## config.mk

```make
export PLATFORM = sky130hd
export DESIGN_NAME = sprite_motion_ctrl_flat
export DESIGN_NICKNAME = d
export VERILOG_FILES = /design/src/rtl/sprite_motion_if.sv /design/src/rtl/sprite_motion_ctrl.sv /design/src/flat_wrapper.sv
export SDC_FILE = /design/constraint.sdc
export NUM_CORES = 1
export LEC_CHECK = 0
export BUFFER_PORTS_ARGS = -buffer_cell sky130_fd_sc_hd__buf_2
export CAP_MARGIN = 40
export CORE_MARGIN = 8
export CORE_UTILIZATION = 50
export DETAILED_ROUTE_END_ITERATION = 6
export PLACE_DENSITY = 0.84
export SYNTH_ARGS = -nofsm -noshare
export SYNTH_HDL_FRONTEND = slang
export SYNTH_SLANG_ARGS = --single-unit
```

## constraint.sdc

```tcl
create_clock -name clk -period 3.19 [get_ports clk]
set_input_delay 0.7975 -clock clk [delete_from_list [all_inputs] [get_ports clk]]
set_output_delay 0.7975 -clock clk [all_outputs]
set_load 0.005 [all_outputs]
```

## src/rtl/sprite_motion_if.sv

```systemverilog
// sprite_motion_if
//   Groups the button, scan and pixel signals of sprite_motion_ctrl.
//   master: the surrounding display path (drives buttons, scan position,
//           ROM data; receives position, ROM address and pixel colour).
//   slave : sprite_motion_ctrl itself.
//   Signals:
//     move_tick            1   position update strobe
//     up/down/left/right   1   debounced button levels
//     bright               1   display-area flag aligned with hCount/vCount
//     hCount, vCount       10  scan position
//     sprite_color         12  sprite ROM data
//     rom_row, rom_col     10  registered sprite ROM address
//     xpos, ypos           10  sprite top-left position
//     facing_left          1   sprite orientation
//     rgb                  12  composited pixel colour
//     background           12  current background colour
interface sprite_motion_if;
    logic        move_tick;
    logic        up;
    logic        down;
    logic        left;
    logic        right;
    logic        bright;
    logic [9:0]  hCount;
    logic [9:0]  vCount;
    logic [11:0] sprite_color;
    logic [9:0]  rom_row;
    logic [9:0]  rom_col;
    logic [9:0]  xpos;
    logic [9:0]  ypos;
    logic        facing_left;
    logic [11:0] rgb;
    logic [11:0] background;

    modport master (
        output move_tick, up, down, left, right, bright, hCount, vCount, sprite_color,
        input  rom_row, rom_col, xpos, ypos, facing_left, rgb, background
    );

    modport slave (
        input  move_tick, up, down, left, right, bright, hCount, vCount, sprite_color,
        output rom_row, rom_col, xpos, ypos, facing_left, rgb, background
    );
endinterface

```

## src/rtl/sprite_motion_ctrl.sv

```systemverilog
// sprite_motion_ctrl
//   Moves a SPRITE_W x SPRITE_H sprite under button control (diagonal
//   motion, hold-to-accelerate, wrap or clamp at the screen edges), tracks
//   facing direction, generates mirrored sprite ROM addresses and composites
//   the sprite over a button-selected background.
//   Ports:
//     clk  pixel clock
//     rst  asynchronous active-high reset
//     bus  sprite_motion_if.slave (buttons, scan position, ROM data in;
//          position, facing, ROM address, rgb, background out)
//   Pixel timing: rom_row/rom_col lag hCount/vCount by 1 cycle, rgb lags by
//   2 cycles; sprite_color is expected one cycle after the ROM address.
//   Build option: define SPRITE_MOTION_RAMP_EN to enable the IDLE/SLOW/FAST
//   speed ramp; without it every move is SPEED_MIN pixels.
module sprite_motion_ctrl #(
    parameter int          SPRITE_W    = 30,
    parameter int          SPRITE_H    = 30,
    parameter int          X_MIN       = 144,
    parameter int          X_MAX       = 783,
    parameter int          Y_MIN       = 35,
    parameter int          Y_MAX       = 515,
    parameter int          X_RESET     = 450,
    parameter int          Y_RESET     = 250,
    parameter int          SPEED_MIN   = 2,
    parameter int          SPEED_MAX   = 6,
    parameter int          RAMP_TICKS  = 16,
    parameter int          WRAP        = 1,
    parameter logic [11:0] TRANSPARENT = 12'h4F0
) (
    input  logic           clk,
    input  logic           rst,
    sprite_motion_if.slave bus
);

    localparam int XL = X_MAX - SPRITE_W + 1;
    localparam int YL = Y_MAX - SPRITE_H + 1;

    localparam logic signed [10:0] X_LO   = 11'(X_MIN);
    localparam logic signed [10:0] X_HI   = 11'(XL);
    localparam logic signed [10:0] Y_LO   = 11'(Y_MIN);
    localparam logic signed [10:0] Y_HI   = 11'(YL);
    localparam logic signed [10:0] W_LAST = 11'(SPRITE_W - 1);
    localparam logic signed [10:0] H_LAST = 11'(SPRITE_H - 1);

    // Brings a candidate position back into [lo, hi]: jump to the opposite
    // edge when wrapping, otherwise saturate.
    function automatic logic [9:0] fit_axis(input logic signed [10:0] pos,
                                            input logic signed [10:0] lo,
                                            input logic signed [10:0] hi);
        logic [9:0] r;
        if (pos > hi)
            r = (WRAP != 0) ? lo[9:0] : hi[9:0];
        else if (pos < lo)
            r = (WRAP != 0) ? hi[9:0] : lo[9:0];
        else
            r = pos[9:0];
        return r;
    endfunction

    logic [9:0]         xpos_r;
    logic [9:0]         ypos_r;
    logic               facing_r;
    logic [11:0]        bg_r;
    logic               pressed;
    logic signed [10:0] step;
    logic signed [10:0] x_sum;
    logic signed [10:0] y_sum;

    assign pressed = bus.up | bus.down | bus.left | bus.right;

`ifdef SPRITE_MOTION_RAMP_EN
    localparam int HC_W = $clog2(RAMP_TICKS) + 1;

    typedef enum logic [1:0] {IDLE, SLOW, FAST} step_state_t;

    step_state_t     state;
    logic [HC_W-1:0] hc;

    // hc counts the ticks of the current press, the first one included, so
    // the press switches to FAST after RAMP_TICKS ticks at SPEED_MIN.
    always_ff @(posedge clk or posedge rst) begin
        if (rst) begin
            state <= IDLE;
            hc    <= '0;
        end else if (bus.move_tick) begin
            case (state)
                IDLE: begin
                    if (pressed) begin
                        state <= SLOW;
                        hc    <= HC_W'(1);
                    end
                end
                SLOW: begin
                    if (!pressed) begin
                        state <= IDLE;
                        hc    <= '0;
                    end else begin
                        hc <= hc + 1'b1;
                        if (hc == HC_W'(RAMP_TICKS - 1))
                            state <= FAST;
                    end
                end
                FAST: begin
                    if (!pressed) begin
                        state <= IDLE;
                        hc    <= '0;
                    end
                end
                default: begin
                    state <= IDLE;
                    hc    <= '0;
                end
            endcase
        end
    end

    // The state before the tick selects the step; IDLE covers the first
    // tick of a press, which moves at SPEED_MIN.
    assign step = (state == FAST) ? 11'(SPEED_MAX) : 11'(SPEED_MIN);
`else
    assign step = 11'(SPEED_MIN);
`endif

    // Opposite buttons on one axis cancel; signed 11-bit sums keep
    // below-zero candidates visible to fit_axis.
    always_comb begin
        x_sum = $signed({1'b0, xpos_r});
        y_sum = $signed({1'b0, ypos_r});
        if (bus.right && !bus.left)
            x_sum = x_sum + step;
        else if (bus.left && !bus.right)
            x_sum = x_sum - step;
        if (bus.down && !bus.up)
            y_sum = y_sum + step;
        else if (bus.up && !bus.down)
            y_sum = y_sum - step;
    end

    always_ff @(posedge clk or posedge rst) begin
        if (rst) begin
            xpos_r   <= 10'(X_RESET);
            ypos_r   <= 10'(Y_RESET);
            facing_r <= 1'b0;
        end else if (bus.move_tick) begin
            xpos_r <= fit_axis(x_sum, X_LO, X_HI);
            ypos_r <= fit_axis(y_sum, Y_LO, Y_HI);
            if (bus.left && !bus.right)
                facing_r <= 1'b1;
            else if (bus.right && !bus.left)
                facing_r <= 1'b0;
        end
    end

    always_ff @(posedge clk or posedge rst) begin
        if (rst)
            bg_r <= 12'hFFF;
        else if (bus.right)
            bg_r <= 12'hFF0;
        else if (bus.left)
            bg_r <= 12'h0FF;
        else if (bus.down)
            bg_r <= 12'h0F0;
        else if (bus.up)
            bg_r <= 12'h00F;
    end

    logic signed [10:0] h_off;
    logic signed [10:0] v_off;
    logic               fill_p1;
    logic               bright_p1;
    logic [9:0]         rom_row_p1;
    logic [9:0]         rom_col_p1;
    logic               fill_p2;
    logic               bright_p2;

    assign h_off = $signed({1'b0, bus.hCount}) - $signed({1'b0, xpos_r});
    assign v_off = $signed({1'b0, bus.vCount}) - $signed({1'b0, ypos_r});

    // Stage 1: sprite hit test and (mirrored) ROM address.
    always_ff @(posedge clk or posedge rst) begin
        if (rst) begin
            fill_p1    <= 1'b0;
            bright_p1  <= 1'b0;
            rom_row_p1 <= '0;
            rom_col_p1 <= '0;
        end else begin
            fill_p1    <= !h_off[10] && (h_off <= W_LAST) && !v_off[10] && (v_off <= H_LAST);
            bright_p1  <= bus.bright;
            rom_row_p1 <= v_off[9:0];
            rom_col_p1 <= facing_r ? (W_LAST[9:0] - h_off[9:0]) : h_off[9:0];
        end
    end

    // Stage 2: flags aligned with the ROM data returned for the stage 1 address.
    always_ff @(posedge clk or posedge rst) begin
        if (rst) begin
            fill_p2   <= 1'b0;
            bright_p2 <= 1'b0;
        end else begin
            fill_p2   <= fill_p1;
            bright_p2 <= bright_p1;
        end
    end

    assign bus.rgb = !bright_p2 ? 12'h000 :
                     (fill_p2 && (bus.sprite_color != TRANSPARENT)) ? bus.sprite_color : bg_r;

    assign bus.rom_row     = rom_row_p1;
    assign bus.rom_col     = rom_col_p1;
    assign bus.xpos        = xpos_r;
    assign bus.ypos        = ypos_r;
    assign bus.facing_left = facing_r;
    assign bus.background  = bg_r;

endmodule

```

## src/flat_wrapper.sv

```systemverilog
// flat-port wrapper written by rule: the top's interface ports become plain ports
module sprite_motion_ctrl_flat 
#(
    parameter int          SPRITE_W    = 30,
    parameter int          SPRITE_H    = 30,
    parameter int          X_MIN       = 144,
    parameter int          X_MAX       = 783,
    parameter int          Y_MIN       = 35,
    parameter int          Y_MAX       = 515,
    parameter int          X_RESET     = 450,
    parameter int          Y_RESET     = 250,
    parameter int          SPEED_MIN   = 2,
    parameter int          SPEED_MAX   = 6,
    parameter int          RAMP_TICKS  = 16,
    parameter int          WRAP        = 1,
    parameter logic [11:0] TRANSPARENT = 12'h4F0
)
  (clk, rst, bus_move_tick, bus_up, bus_down, bus_left, bus_right, bus_bright, bus_hCount, bus_vCount, bus_sprite_color, bus_rom_row, bus_rom_col, bus_xpos, bus_ypos, bus_facing_left, bus_rgb, bus_background);
  sprite_motion_if bus_i ();
  input  logic clk;
  input  logic rst;
  input wire logic [$bits(bus_i.move_tick)-1:0] bus_move_tick;
  input wire logic [$bits(bus_i.up)-1:0] bus_up;
  input wire logic [$bits(bus_i.down)-1:0] bus_down;
  input wire logic [$bits(bus_i.left)-1:0] bus_left;
  input wire logic [$bits(bus_i.right)-1:0] bus_right;
  input wire logic [$bits(bus_i.bright)-1:0] bus_bright;
  input wire logic [$bits(bus_i.hCount)-1:0] bus_hCount;
  input wire logic [$bits(bus_i.vCount)-1:0] bus_vCount;
  input wire logic [$bits(bus_i.sprite_color)-1:0] bus_sprite_color;
  output wire logic [$bits(bus_i.rom_row)-1:0] bus_rom_row;
  output wire logic [$bits(bus_i.rom_col)-1:0] bus_rom_col;
  output wire logic [$bits(bus_i.xpos)-1:0] bus_xpos;
  output wire logic [$bits(bus_i.ypos)-1:0] bus_ypos;
  output wire logic [$bits(bus_i.facing_left)-1:0] bus_facing_left;
  output wire logic [$bits(bus_i.rgb)-1:0] bus_rgb;
  output wire logic [$bits(bus_i.background)-1:0] bus_background;
  assign bus_i.move_tick = bus_move_tick;
  assign bus_i.up = bus_up;
  assign bus_i.down = bus_down;
  assign bus_i.left = bus_left;
  assign bus_i.right = bus_right;
  assign bus_i.bright = bus_bright;
  assign bus_i.hCount = bus_hCount;
  assign bus_i.vCount = bus_vCount;
  assign bus_i.sprite_color = bus_sprite_color;
  assign bus_rom_row = bus_i.rom_row;
  assign bus_rom_col = bus_i.rom_col;
  assign bus_xpos = bus_i.xpos;
  assign bus_ypos = bus_i.ypos;
  assign bus_facing_left = bus_i.facing_left;
  assign bus_rgb = bus_i.rgb;
  assign bus_background = bus_i.background;
  sprite_motion_ctrl #(.SPRITE_W(SPRITE_W), .SPRITE_H(SPRITE_H), .X_MIN(X_MIN), .X_MAX(X_MAX), .Y_MIN(Y_MIN), .Y_MAX(Y_MAX), .X_RESET(X_RESET), .Y_RESET(Y_RESET), .SPEED_MIN(SPEED_MIN), .SPEED_MAX(SPEED_MAX), .RAMP_TICKS(RAMP_TICKS), .WRAP(WRAP), .TRANSPARENT(TRANSPARENT)) u_core (.clk(clk), .rst(rst), .bus(bus_i));
endmodule
```

# Word-level counts from Yosys, hierarchy flattened
# Index checks and enable logic that the tools add are counted.
# totals
ff_bits	57
input_bits	40
word_cells	58
# classes
add_sub_neg	7
n_reduce_logical	17
muxes	17
eq_ne	1
n_lt_le_gt_ge	6
# op_table
operator	count
12-bit two-way mux	6
10-bit two-way mux	5
11-bit two-way mux	4
10-bit by 2-bit adder with 11-bit output, second input constant	2
11-bit by 6-bit less-or-equal comparator with 1-bit output, second input constant	2
10-bit by 10-bit subtractor with 11-bit output	2
10-bit by 2-bit subtractor with 11-bit output, second input constant	2
12-bit by 11-bit != test with 1-bit output, second input constant	1
11-bit by 10-bit greater-than comparator with 1-bit output, second input constant	1
11-bit greater-than comparator, second input constant	1
11-bit by 7-bit less-than comparator with 1-bit output, second input constant	1
11-bit by 9-bit less-than comparator with 1-bit output, second input constant	1
5-bit by 10-bit subtractor with 10-bit output, first input constant	1
1-bit logical AND	8
1-bit logical NOT	6
4-bit nonzero test	1
1-bit two-way mux	2
2-bit AND reduction	1
2-bit nonzero test	1

# Depth between registers and ports, before layout
# depth
depth_word	7
mapped_depth	11
mapped_depth_nobuf	11

# Least setup slack after synthesis
# OpenSTA, ideal clock, no wires.
# synth_timing
path_type	input -> register
start	input bus_right
end	register u_core.xpos_r[4], in the netlist u_core.bus.xpos[4]
setup_time_ns	0.127
arrival_time_ns	2.750
cell_stages	9
slack_ns	0.312
path_buffers	0
path_cell_list	inv_1 > ha_1 > or3b_1 > nor3_1 > o21a_1 > nor2_1 > a21oi_1 > nor3b_2 > o32a_2
# synth_between
elab_chain_len	7
# synth_rtl
item	line_no	source
start, declared	flat_wrapper.sv:26	input wire logic [$bits(bus_i.right)-1:0] bus_right;
1-bit logical NOT	sprite_motion_ctrl.sv:131	else if (bus.left && !bus.right)
1-bit logical AND	sprite_motion_ctrl.sv:131	
11-bit two-way mux	sprite_motion_ctrl.sv:131	
11-bit two-way mux (*)	sprite_motion_ctrl.sv:129	if (bus.right && !bus.left)
11-bit by 9-bit less-than comparator with 1-bit output	sprite_motion_ctrl.sv:53	else if (pos < lo)
10-bit two-way mux	sprite_motion_ctrl.sv:53	
10-bit two-way mux (*)	sprite_motion_ctrl.sv:51	if (pos > hi)
end signal, assigned	sprite_motion_ctrl.sv:141	xpos_r <= 10'(X_RESET);
end signal, assigned	sprite_motion_ctrl.sv:145	xpos_r <= fit_axis(x_sum, X_LO, X_HI);
end, declared	sprite_motion_ctrl.sv:60	logic [9:0] xpos_r;
# Every way passes the cells marked *; elsewhere a longest branch is shown, timed or not.
# A chain may end at the register's enable or synchronous reset.

# Worst setup path in the final report
# layout_timing
start	input bus_sprite_color[1]
end	output bus_rgb[1]
# layout_between
elab_chain_len	4
# layout_rtl
item	line_no	source
start, declared	flat_wrapper.sv:30	input wire logic [$bits(bus_i.sprite_color)-1:0] bus_sprite_color;
12-bit by 11-bit != test with 1-bit output	sprite_motion_ctrl.sv:206	(fill_p2 && (bus.sprite_color != TRANSPARENT)) ? bus.sprite_color : bg_r;
1-bit logical AND	sprite_motion_ctrl.sv:206	
12-bit two-way mux (*)	sprite_motion_ctrl.sv:206	
12-bit two-way mux (*)	sprite_motion_ctrl.sv:205	assign bus.rgb = !bright_p2 ? 12'h000 :
end, declared	flat_wrapper.sv:36	output wire logic [$bits(bus_i.rgb)-1:0] bus_rgb;
# Marks and branches as above.

==> flow_summary.ini <==
[logic_synthesis]
netlist_area_um2 = 4103
ys_seq_elements = 47
ys_top_cells_by_area = dfrtp_1 21%, ha_1 8.8%, dfstp_2 8.3%
synth_top_area_share_pct = 20.74
synth.most_common_cell = nand2_1
synth_edf_count = 0
synth_cell_types = 77
yosys_most_used_dff = dfrtp_1
yosysSeqAreaShare_pct = 29.06
postSynthAreaPerCell_um2 = 8.565
synthArstFlopShare_pct = 100.0
synth_top_cells_by_count = 50 x nand2_1, 34 x dfrtp_1, 33 x inv_1
syn_inst = 479
yosys_warnings = 0
synth_top_area_cell = dfrtp_1

[floorplanning]
io_pins = 105
initial_utilization_pct = 50.70
rows = 33
core_um2 = 8093
die_area_um2 = 11360
die_w_um = 106.6
die_h_um = 106.6

[placed_design]
post-dp-hpwl_um = 9292
io_buffers = 103
dpl_cell_area_um2 = 4693
gp_congestion = 0.9084
placed_cells = 673

[clock_network]
path_clk_slew_ns = 0.09
cts_tree = done
postCtsSetupRepairBufs = 0
clock_tree.root_cell = clkbuf_8
htreeDepth = 2
insertion_delay_ns = 0.30
cts_buffers = 5
ctsResizeCount = 0
holdBufCountCts = 0
cts_sinks = 47
max-clock-path-buffers = 2

[route]
initialDrtViolationCount = 138
vias_per_cell = 5.865
dr.pass1.iters = 4
final_antenna_net_count = 0
wirelength_um = 11550
vias = 3994
drcViolationCount = 0
post_drt_wl_per_cell_um = 16.96

[finish]
drive_gt1_share_pct = 26.39
area_growth_pct = 16.93
design_area_um2 = 4797
final_net_count = 646
diodes = 0
final_cells = 681

[outcome]
outcome = completed

[critical_path]
crit_path_end_kind = primary output
cp_data_arrival_time_ns = 2.14
worst-endpoint-required_ns = 2.39
worstPathMaxFanout = 7
r2r_slack_ns = 0.38
path_class = input port to primary output
critPathLaunchType = input port

[power]
seq_power_share_pct = 28.6
comb_power_share_pct = 61.7
switchingPower_w = 0.001919
clkPwrFrac_pct = 9.7
max-vdd-ir-drop_v = 0.0003675
netSwitchingFraction_pct = 46.30
p_leak_nw = 2.202
power_density_nw_per_um2 = 863.9
p_int_w = 0.002226

[sta]
min_period_ns = 2.942
slew_violations = 0
tns_ns = 0
hold_viol = 0
finClkSkew_ns = 0.006751
setup_violations = 0
max_freq_ghz = 0.3399
relSlewSlack_pct = 66.08
worst_pin_slew_ns = 0.5023
final.period_utilization_pct = 92.22
grt_setup_unrepaired = no

[hold_path]
hp-class = flop to flop

[global_routing]
overflow = 0
antenna_found_initial = 0
grt_usage_pct = 19.83
grt_max_degree = 36
grt_pass1_wl_um = 18860
grt_pass1_vias = 3966

[run]
maxCapViolations = 0
==> routing by layer <==
layer	vias to the layer above	share of wire, %	global-route usage, %	routed length (um)
li1	1925	-	-	-
met5	-	0	0	0
met2	154	48	34.24	5515
met3	14	8.7	4.799	1002
met1	1901	42	24.46	4889
met4	0	1.2	4.221	141
==> sequential cells by signal, summed over array words and instances (netlist names) <==
register / cells
u_core.bus.rom_col: 10
u_core.bus.rom_row: 10
u_core.bus.ypos: 10
u_core.bus.xpos: 9
u_core.bus.background: 3
u_core.bright_p1: 1
u_core.bright_p2: 1
u_core.bus.facing_left: 1
u_core.fill_p1: 1
u_core.fill_p2: 1
==> path summary, 6_finish.rpt <==
check | startpoint | to | cells past startpoint
worst max-delay path | bus_sprite_color[1] | bus_rgb[1] | 7
min in group asynchronous | rst | u_core.bus.rom_col[9]$_DFF_PP0_ | 2
worst min register to register | u_core.fill_p1$_DFF_PP0_ | u_core.fill_p2$_DFF_PP0_ | 0
worst min-delay path | u_core.fill_p1$_DFF_PP0_ | u_core.fill_p2$_DFF_PP0_ | 0
max in group asynchronous | rst | u_core.bus.xpos[7]$_DFFE_PP1P_ | 3
worst max register to register | u_core.bus.xpos[1]$_DFFE_PP1P_ | u_core.bus.rom_col[9]$_DFF_PP0_ | 9
==> metrics by stage <==
step	hold slack (ns)	total power, W	util, %	setup WS, ns
after floorplan	0.3312	0.002955	-	0.3124
after global placement	0.3343	0.003650	57.75	0.1345
after detailed placement	0.3362	0.003730	57.99	0.05285
after CTS	0.3629	0.004147	59.28	0.2389
after global routing	0.3681	0.004494	59.28	0.07351
final	0.3612	0.004144	59.28	0.2483
==> cell families (layout without fill, tap and decap cells) <==
family                     count (synthesis)  after routing  synth area share, %
and+or+nand+nor                          177            177                23.09
AOI/OAI and AO/OA                        120            120                21.47
buffers and inverters                     61            157                7.167
DFF                                       47             47                29.06
xor gates and xnor gates                  32             32                6.831
adders and majority gates                 31             31                9.820
muxes                                     10             10                2.470
other                                      1              2              0.09140
==> cell type report <==
cell class              instances  area (um2)
fillers                       742        3296
multi-input cells             372        2620
flip-flops and latches         47        1192
repair buffers                116       625.6
well taps                     105       131.4
inverters                      33       123.9
clock buffers                   7       96.34
clock inverters                 1       7.507
==> placed cells by master (no fill, tap or decap), drive strengths merged, types with 9 or more instances in the layout <==
cell	instances
dfrtp	34
nor2	28
o21ai	23
nor3	21
mux2i	9
inv	33
buf	116
nand3	14
nand2	50
a21oi	18
nor2b	10
dfstp	13
ha	29
xnor2	25
==> critical path, stage by stage <==
cell and delay (ns):
buf_2 0.11, nor4b_1 0.32, nand3_1 0.11, nand2_1 0.30, nand2_1 0.17, a21boi_0 0.19
buf_2 0.15
==> power groups by stage <==
stage | Combinational (W) | Sequential, W | Clock [W]
after detailed placement | 0.00254 | 0.00119 | 0
after global placement | 0.00247 | 0.00118 | 0
after global routing | 0.00284 | 0.00122 | 0.000433
after floorplan | 0.00187 | 0.00108 | 0
final | 0.00256 | 0.00118 | 0.000402
after CTS | 0.00256 | 0.00118 | 0.000409
Power figures use the tool's default switching activity.
